==> config.mk <==
export PLATFORM = sky130hd
export DESIGN_NAME = draw_write_arbiter_flat
export DESIGN_NICKNAME = d
export VERILOG_FILES = /design/src/rtl/draw_write_arbiter_pkg.sv /design/src/rtl/draw_write_arbiter_if.sv /design/src/rtl/draw_write_arbiter_rr_arbiter.sv /design/src/rtl/draw_write_arbiter.sv /design/src/flat_wrapper.sv
export SDC_FILE = /design/constraint.sdc
export NUM_CORES = 1
export LEC_CHECK = 0
export CORE_AREA = 2 2 71 66
export CTS_CLUSTER_SIZE = 30
export DETAILED_ROUTE_END_ITERATION = 8
export DIE_AREA = 0 0 73 68
export PLACE_DENSITY = 0.79
export SYNTH_ARGS = -nofsm -noshare
export SYNTH_HDL_FRONTEND = slang
export SYNTH_HIERARCHICAL = 1
export SYNTH_SLANG_ARGS = --single-unit
==> constraint.sdc <==
create_clock -name clk -period 3.14 [get_ports clk]
set_input_delay 0.628 -clock clk [delete_from_list [all_inputs] [get_ports clk]]
set_output_delay 0.628 -clock clk [all_outputs]
set_load 0.03 [all_outputs]
==> src/rtl/draw_write_arbiter_pkg.sv <==
// Shared types and helpers for the frame_buffer write arbiter.
// The optional statistics feature is enabled with DRAW_ARB_STATS_EN.
package draw_pkg;

  function automatic int addr_width(input int pixels);
    return (pixels > 1) ? $clog2(pixels) : 1;
  endfunction

  typedef enum logic [1:0] {
    RUN   = 2'd0,
    DRAIN = 2'd1,
    SWAP  = 2'd2
  } arb_state_e;

  localparam int CH_FILL   = 0;
  localparam int CH_LINE   = 1;
  localparam int CH_SYMBOL = 2;

endpackage

==> src/rtl/draw_write_arbiter_if.sv <==
// Drawer-side write channels: packed valid/ready/address/data for all drawers.
// Drawers drive through the master modport; the arbiter uses the slave modport.
interface draw_write_arbiter_if #(
  parameter int CHANNELS    = 3,
  parameter int ADDR_WIDTH  = 19,
  parameter int PIXEL_WIDTH = 1
);
  logic [CHANNELS-1:0]             ch_valid;
  logic [CHANNELS-1:0]             ch_ready;
  logic [CHANNELS*ADDR_WIDTH-1:0]  ch_addr;
  logic [CHANNELS*PIXEL_WIDTH-1:0] ch_data;

  modport master (output ch_valid, output ch_addr, output ch_data, input ch_ready);
  modport slave  (input ch_valid, input ch_addr, input ch_data, output ch_ready);
endinterface

==> src/rtl/draw_write_arbiter_rr_arbiter.sv <==
// Combinational round-robin arbiter: the search starts one above last_grant
// and wraps, so the most recently served channel has the lowest priority.
module rr_arbiter #(
  parameter int CHANNELS = 3,
  parameter int IDX_W    = (CHANNELS > 1) ? $clog2(CHANNELS) : 1
) (
  input  logic [CHANNELS-1:0] req,
  input  logic [IDX_W-1:0]    last_grant,
  output logic [CHANNELS-1:0] grant,
  output logic [IDX_W-1:0]    grant_idx,
  output logic                grant_vld
);

  always_comb begin
    grant     = '0;
    grant_idx = '0;
    grant_vld = 1'b0;
    for (int k = 1; k <= CHANNELS; k++) begin
      automatic int c = (int'(last_grant) + k) % CHANNELS;
      if (!grant_vld && req[c]) begin
        grant[c]  = 1'b1;
        grant_idx = IDX_W'(c);
        grant_vld = 1'b1;
      end
    end
  end

endmodule

==> src/rtl/draw_write_arbiter.sv <==
// Round-robin arbiter for the frame_buffer write port with drain-then-swap
// sequencing. Define DRAW_ARB_STATS_EN to add per-frame write/drop counters.
module draw_write_arbiter
  import draw_pkg::*;
#(
  parameter int CHANNELS          = 3,
  parameter int HOR_ACTIVE_PIXELS = 640,
  parameter int VER_ACTIVE_PIXELS = 480,
  parameter int PIXEL_WIDTH       = 1,
  localparam int PIXELS_COUNT     = HOR_ACTIVE_PIXELS * VER_ACTIVE_PIXELS,
  localparam int ADDR_WIDTH       = addr_width(PIXELS_COUNT)
) (
  input  logic                   clk,
  input  logic                   rst_n,
  draw_write_arbiter_if.slave    drw,
  input  logic                   swap_req,
  output logic                   swap_ack,
  output logic                   fb_write_enable,
  output logic [ADDR_WIDTH-1:0]  fb_write_addr,
  output logic [PIXEL_WIDTH-1:0] fb_write_data,
  output logic                   fb_swap,
  output logic                   busy
`ifdef DRAW_ARB_STATS_EN
  ,
  output logic [31:0]            frame_write_count,
  output logic [15:0]            frame_drop_count
`endif
);

  localparam int IDX_W = (CHANNELS > 1) ? $clog2(CHANNELS) : 1;
  // One extra bit so the limit is representable even for power-of-two sizes.
  localparam logic [ADDR_WIDTH:0] PIX_LIM = (ADDR_WIDTH + 1)'(PIXELS_COUNT);

  arb_state_e state, state_nxt;
  logic [IDX_W-1:0]       last_grant;
  logic [CHANNELS-1:0]    grant;
  logic [IDX_W-1:0]       grant_idx;
  logic                   grant_vld;
  logic                   grant_en;
  logic                   accept_p0;
  logic                   in_range_p0;
  logic [ADDR_WIDTH-1:0]  addr_p0;
  logic [PIXEL_WIDTH-1:0] data_p0;
  logic                   vld_p1;
  logic [ADDR_WIDTH-1:0]  addr_p1;
  logic [PIXEL_WIDTH-1:0] data_p1;

  rr_arbiter #(.CHANNELS(CHANNELS), .IDX_W(IDX_W)) u_rr (
    .req        (drw.ch_valid),
    .last_grant (last_grant),
    .grant      (grant),
    .grant_idx  (grant_idx),
    .grant_vld  (grant_vld)
  );

  always_comb begin
    state_nxt = state;
    grant_en  = 1'b0;
    fb_swap   = 1'b0;
    unique case (state)
      RUN: begin
        if (swap_req) state_nxt = DRAIN;
        else          grant_en  = 1'b1;
      end
      DRAIN: state_nxt = SWAP;
      SWAP: begin
        fb_swap   = 1'b1;
        state_nxt = RUN;
      end
      default: state_nxt = RUN;
    endcase
  end

  assign drw.ch_ready = grant_en ? grant : '0;
  assign accept_p0    = grant_en && grant_vld;
  assign swap_ack     = fb_swap;

  always_comb begin
    addr_p0 = '0;
    data_p0 = '0;
    for (int i = 0; i < CHANNELS; i++) begin
      if (grant_idx == IDX_W'(i)) begin
        addr_p0 = drw.ch_addr[i*ADDR_WIDTH +: ADDR_WIDTH];
        data_p0 = drw.ch_data[i*PIXEL_WIDTH +: PIXEL_WIDTH];
      end
    end
  end

  assign in_range_p0 = ({1'b0, addr_p0} < PIX_LIM);

  always_ff @(posedge clk or negedge rst_n) begin
    if (!rst_n) begin
      state      <= RUN;
      last_grant <= IDX_W'(CHANNELS - 1);
      vld_p1     <= 1'b0;
    end else begin
      state  <= state_nxt;
      vld_p1 <= accept_p0 && in_range_p0;
      if (accept_p0) last_grant <= grant_idx;
    end
  end

  // ---- p0 -> p1: output register (data unreset; masked by vld_p1) ----
  always_ff @(posedge clk) begin
    addr_p1 <= addr_p0;
    data_p1 <= data_p0;
  end

  assign fb_write_enable = vld_p1;
  assign fb_write_addr   = vld_p1 ? addr_p1 : '0;
  assign fb_write_data   = vld_p1 ? data_p1 : '0;
  assign busy            = (state != RUN) || vld_p1;

`ifdef DRAW_ARB_STATS_EN
  function automatic logic [31:0] sat_inc32(input logic [31:0] v);
    return (&v) ? v : v + 32'd1;
  endfunction

  function automatic logic [15:0] sat_inc16(input logic [15:0] v);
    return (&v) ? v : v + 16'd1;
  endfunction

  logic [31:0] write_cnt;
  logic [15:0] drop_cnt;

  // Counters run per frame; the SWAP cycle publishes and restarts them.
  always_ff @(posedge clk or negedge rst_n) begin
    if (!rst_n) begin
      write_cnt         <= '0;
      drop_cnt          <= '0;
      frame_write_count <= '0;
      frame_drop_count  <= '0;
    end else if (state == SWAP) begin
      frame_write_count <= write_cnt;
      frame_drop_count  <= drop_cnt;
      write_cnt         <= '0;
      drop_cnt          <= '0;
    end else if (accept_p0) begin
      if (in_range_p0) write_cnt <= sat_inc32(write_cnt);
      else             drop_cnt  <= sat_inc16(drop_cnt);
    end
  end
`endif

endmodule

==> src/flat_wrapper.sv <==
// flat-port wrapper written by rule: the top's interface ports become plain ports
module draw_write_arbiter_flat import draw_pkg::*;
#(
  parameter int CHANNELS          = 3,
  parameter int HOR_ACTIVE_PIXELS = 640,
  parameter int VER_ACTIVE_PIXELS = 480,
  parameter int PIXEL_WIDTH       = 1,
  localparam int PIXELS_COUNT     = HOR_ACTIVE_PIXELS * VER_ACTIVE_PIXELS,
  localparam int ADDR_WIDTH       = addr_width(PIXELS_COUNT)
)
  (clk, rst_n, swap_req, swap_ack, fb_write_enable, fb_write_addr, fb_write_data, fb_swap, busy, drw_ch_valid, drw_ch_addr, drw_ch_data, drw_ch_ready);
  draw_write_arbiter_if #(.CHANNELS(CHANNELS), .ADDR_WIDTH((19)), .PIXEL_WIDTH(PIXEL_WIDTH)) drw_i ();
  input  logic clk;
  input  logic rst_n;
  input  logic swap_req;
  output logic swap_ack;
  output logic fb_write_enable;
  output logic [ADDR_WIDTH-1:0] fb_write_addr;
  output logic [PIXEL_WIDTH-1:0] fb_write_data;
  output logic fb_swap;
  output logic busy;
  input wire logic [$bits(drw_i.ch_valid)-1:0] drw_ch_valid;
  input wire logic [$bits(drw_i.ch_addr)-1:0] drw_ch_addr;
  input wire logic [$bits(drw_i.ch_data)-1:0] drw_ch_data;
  output wire logic [$bits(drw_i.ch_ready)-1:0] drw_ch_ready;
  assign drw_i.ch_valid = drw_ch_valid;
  assign drw_i.ch_addr = drw_ch_addr;
  assign drw_i.ch_data = drw_ch_data;
  assign drw_ch_ready = drw_i.ch_ready;
  draw_write_arbiter #(.CHANNELS(CHANNELS), .HOR_ACTIVE_PIXELS(HOR_ACTIVE_PIXELS), .VER_ACTIVE_PIXELS(VER_ACTIVE_PIXELS), .PIXEL_WIDTH(PIXEL_WIDTH)) u_core (.clk(clk), .rst_n(rst_n), .drw(drw_i), .swap_req(swap_req), .swap_ack(swap_ack), .fb_write_enable(fb_write_enable), .fb_write_addr(fb_write_addr), .fb_write_data(fb_write_data), .fb_swap(fb_swap), .busy(busy));
endmodule
==> flow_metrics.tcl <==
set metrics [dict create \
    outcome "finished clean" \
    layout_setup_ws_ps 167 \
    cp_max_fo 3 \
    worstMarginPinSlew_ps 571 \
    grt_use_total_pct 17.2 \
    synth-adder-area-share_pct 3.28 \
    synth.distinct_cells 39 \
    fin_crit_ps 2970 \
    ir_drop_mv 0.489 \
    whs_ps 502 \
    floorplan.initialDensity_pct 35.6 \
    synthCells 172 \
    max_freq_ghz 0.336 \
    syn_nets 242 \
    path_class "input pin to output port" \
    routabilityCongestion 0.792 \
    crit_path_start_kind "input pin" \
    final_common_cell "clkdlybuf4s50_1" \
    final.period_utilization_pct 94.7 \
    setup_viol 0 \
    cts_tree "built" \
    slew_violations 0 \
    rsz0062_at_grt "false" \
    synthMuxAreaShare_pct 16.7 \
    cap_violations 0 \
    antenna-diode-count 0 \
    yosysSeqAreaShare_pct 34.5 \
    synth_top_area_cell "dfxtp_1" \
    io_pins 93 \
    grt_max_degree 23 \
    ant_nets 0 \
    htree_num_levels 1 \
    drt_first_pass_iters 4 \
    synth-simple-area-share_pct 21.4 \
    yosys.area.top_type_share_pct 26.2 \
    cts.clk_slew.worst_paths_ps 90 \
    grt_overflow 0 \
    hold_violations 0 \
    grt_pass1_wl_mm 6.62 \
    drtIter0Drc 39 \
    clock_latency_ps 270 \
    worstSetupEndpointType "output port" \
    rows 23 \
    via_count 1564 \
    grt_pass1_vias 1442 \
    die_height_um 68 \
    layout_common_cells "clkdlybuf4s50_1 (89), and2_1 (24), mux2i_1 (21), nand2_1 (21), dfxtp_1 (20)" \
    cts_sinks 25 \
    root_buffer "clkbuf_8" \
    clock_path_buffers 2 \
    synthXorXnorAreaFrac_pct 0 \
    routed_wl_mm 4.51 \
    vias_per_cell 4.92 \
    numCtsBuffers 3 \
    hold_class "register to register" \
    crit_required_ps 2510 \
    syn_to_final_growth_pct 71.1 \
    wl_per_cell_um 14.2 \
    die_area_um2 4960 \
    synthTopCellsByArea "dfxtp_1 (26%), mux2i_1 (14%), and2_1 (9.8%), dfrtp_1 (6.6%), nand2_1 (5.2%)" \
    leakagePower_uw 0.00105 \
    worstPathArrival_ps 2340 \
    drive_gt1_share_pct 10.4 \
    synth.avg_cell_area_um2 8.87 \
    fin_nets 339 \
    ys_ff_latch 25 \
    ys_warn_count 6 \
    drc_errors 0 \
    antenna_found_initial 0 \
    slew_headroom_pct 62.0 \
    synth_compound_area_share_pct 18.0 \
    coreArea_um2 4290 \
    io_buffers 92 \
    cellPowerDensity_nw_per_um2 876 \
    die_width_um 73 \
    post-place-ws_ps -69.7 \
    worst_clock_skew_ps 3.33 \
    syn_area_um2 1530 \
    synth_top_family_by_area "simple AND/OR/NAND/NOR gates" \
    hpwl_mm 3.55 \
    ctsHoldBuffers 0 \
]
## worst paths after layout
path / end / slack [ps] / from / cells past startpoint
worst min register to register: u_core/state[1]$_DFFE_PN0P_ / 500 / u_core/state[1]$_DFFE_PN0P_ / 1
worst max-delay path: drw_ch_ready[0] / 170 / drw_ch_valid[2] / 7
worst min-delay path: u_core/state[1]$_DFFE_PN0P_ / 500 / u_core/state[1]$_DFFE_PN0P_ / 1
min in group asynchronous: u_core/state[0]$_DFFE_PN0P_ / 590 / rst_n / 1
max in group asynchronous: u_core/last_grant[1]$_DFFE_PN1P_ / 2280 / rst_n / 1
worst max register to register: u_core/fb_write_enable$_DFF_PN0_ / 460 / u_core/last_grant[1]$_DFFE_PN1P_ / 10
## flip-flops by register name (all words and copies together), names as in the netlist
name	flops
u_core/addr_p1	19
u_core/data_p1	1
u_core/state	2
u_core/last_grant	2
u_core/fb_write_enable	1
## report_power, final
group          total (µW)  switching, µW  internal (µW)
logic                1540            815            726
clock network         194            104           90.7
registers             552           70.2            482
## cell usage after synthesis
cell / n
mux2_2: 2
buf_2: 3
mux2_1: 2
o21bai_1: 2
a2bb2oi_2: 3
clkbuf_1: 3
dfxtp_1: 20
o22ai_1: 1
a311oi_1: 1
o221ai_2: 1
inv_1: 9
nand2_1: 21
or2_1: 2
buf_6: 1
buf_4: 3
nand4_1: 1
ha_1: 4
nand3_1: 2
a21o_1: 1
a21boi_0: 1
dfrtp_1: 4
nor2b_1: 4
or3_1: 1
a2bb2oi_1: 1
and2_1: 24
o21ai_0: 1
a21bo_1: 1
nand2b_1: 4
nor3_1: 1
a211oi_2: 1
a211oi_1: 1
a31oi_1: 2
dfstp_2: 1
o31ai_1: 2
mux2i_1: 21
nor3b_1: 1
a21boi_1: 1
a21oi_1: 4
o21ai_1: 14
## cell families (layout without fill, tap and decap cells)
kind of cell               count (synthesis)  after routing
buffers and inverters                     19            115
AOI/OAI and AO/OA                         38             38
muxes                                     25             25
and+or+nand+nor                           61             61
adders and majority gates                  4              4
DFF                                       25             25
## metrics by stage
stage | utilization [%] | area, µm² | TNS [ps] | std cells | total power, µW
2_1_floorplan | - | 1530 | 0 | 172 | 1550
5_1_grt | 60.9 | 2610 | 0 | 318 | 2440
6_report | 60.9 | 2610 | 0 | 318 | 2290
3_3_place_gp | 59.5 | 2550 | -32.9 | 314 | 2020
4_1_cts | 60.5 | 2600 | 0 | 318 | 2260
3_5_place_dp | 59.5 | 2550 | -69.7 | 314 | 2070
## metal layers
metal  wire (µm)  up-vias  GRT usage, %
met5           0        -             0
met4          25        0          4.17
met3         312        2          2.50
met2        2350       60          32.5
met1        1830      720          20.3
li1            -      782             -
## critical path: stages
cell             delay [ps]
clkdlybuf4s50_1         450
mux2_2                  290
a31oi_1                 180
a311oi_1                 70
mux2_2                  270
and2_1                  130
clkdlybuf4s15_1         330
## what timing repair did
action | in CTS | in global routing
setup buffers | 0 | 0
gates resized for setup | 1 | 4
endpoints found under the setup margin | 1 | 1
cloned | 0 | 0
## layout make-up
| type | instances | area (µm²) |
|---|---|---|
| Timing Repair Buffer | 102 | 1000 |
| Sequential cell | 25 | 527 |
| Multi-Input combinational cell | 128 | 941 |
| Tap cell | 50 | 62.6 |
| Fill cell | 368 | 1680 |
| Clock buffer | 4 | 45.0 |
| Inverter | 9 | 33.8 |
No activity file was read; power rests on OpenSTA's default activity.
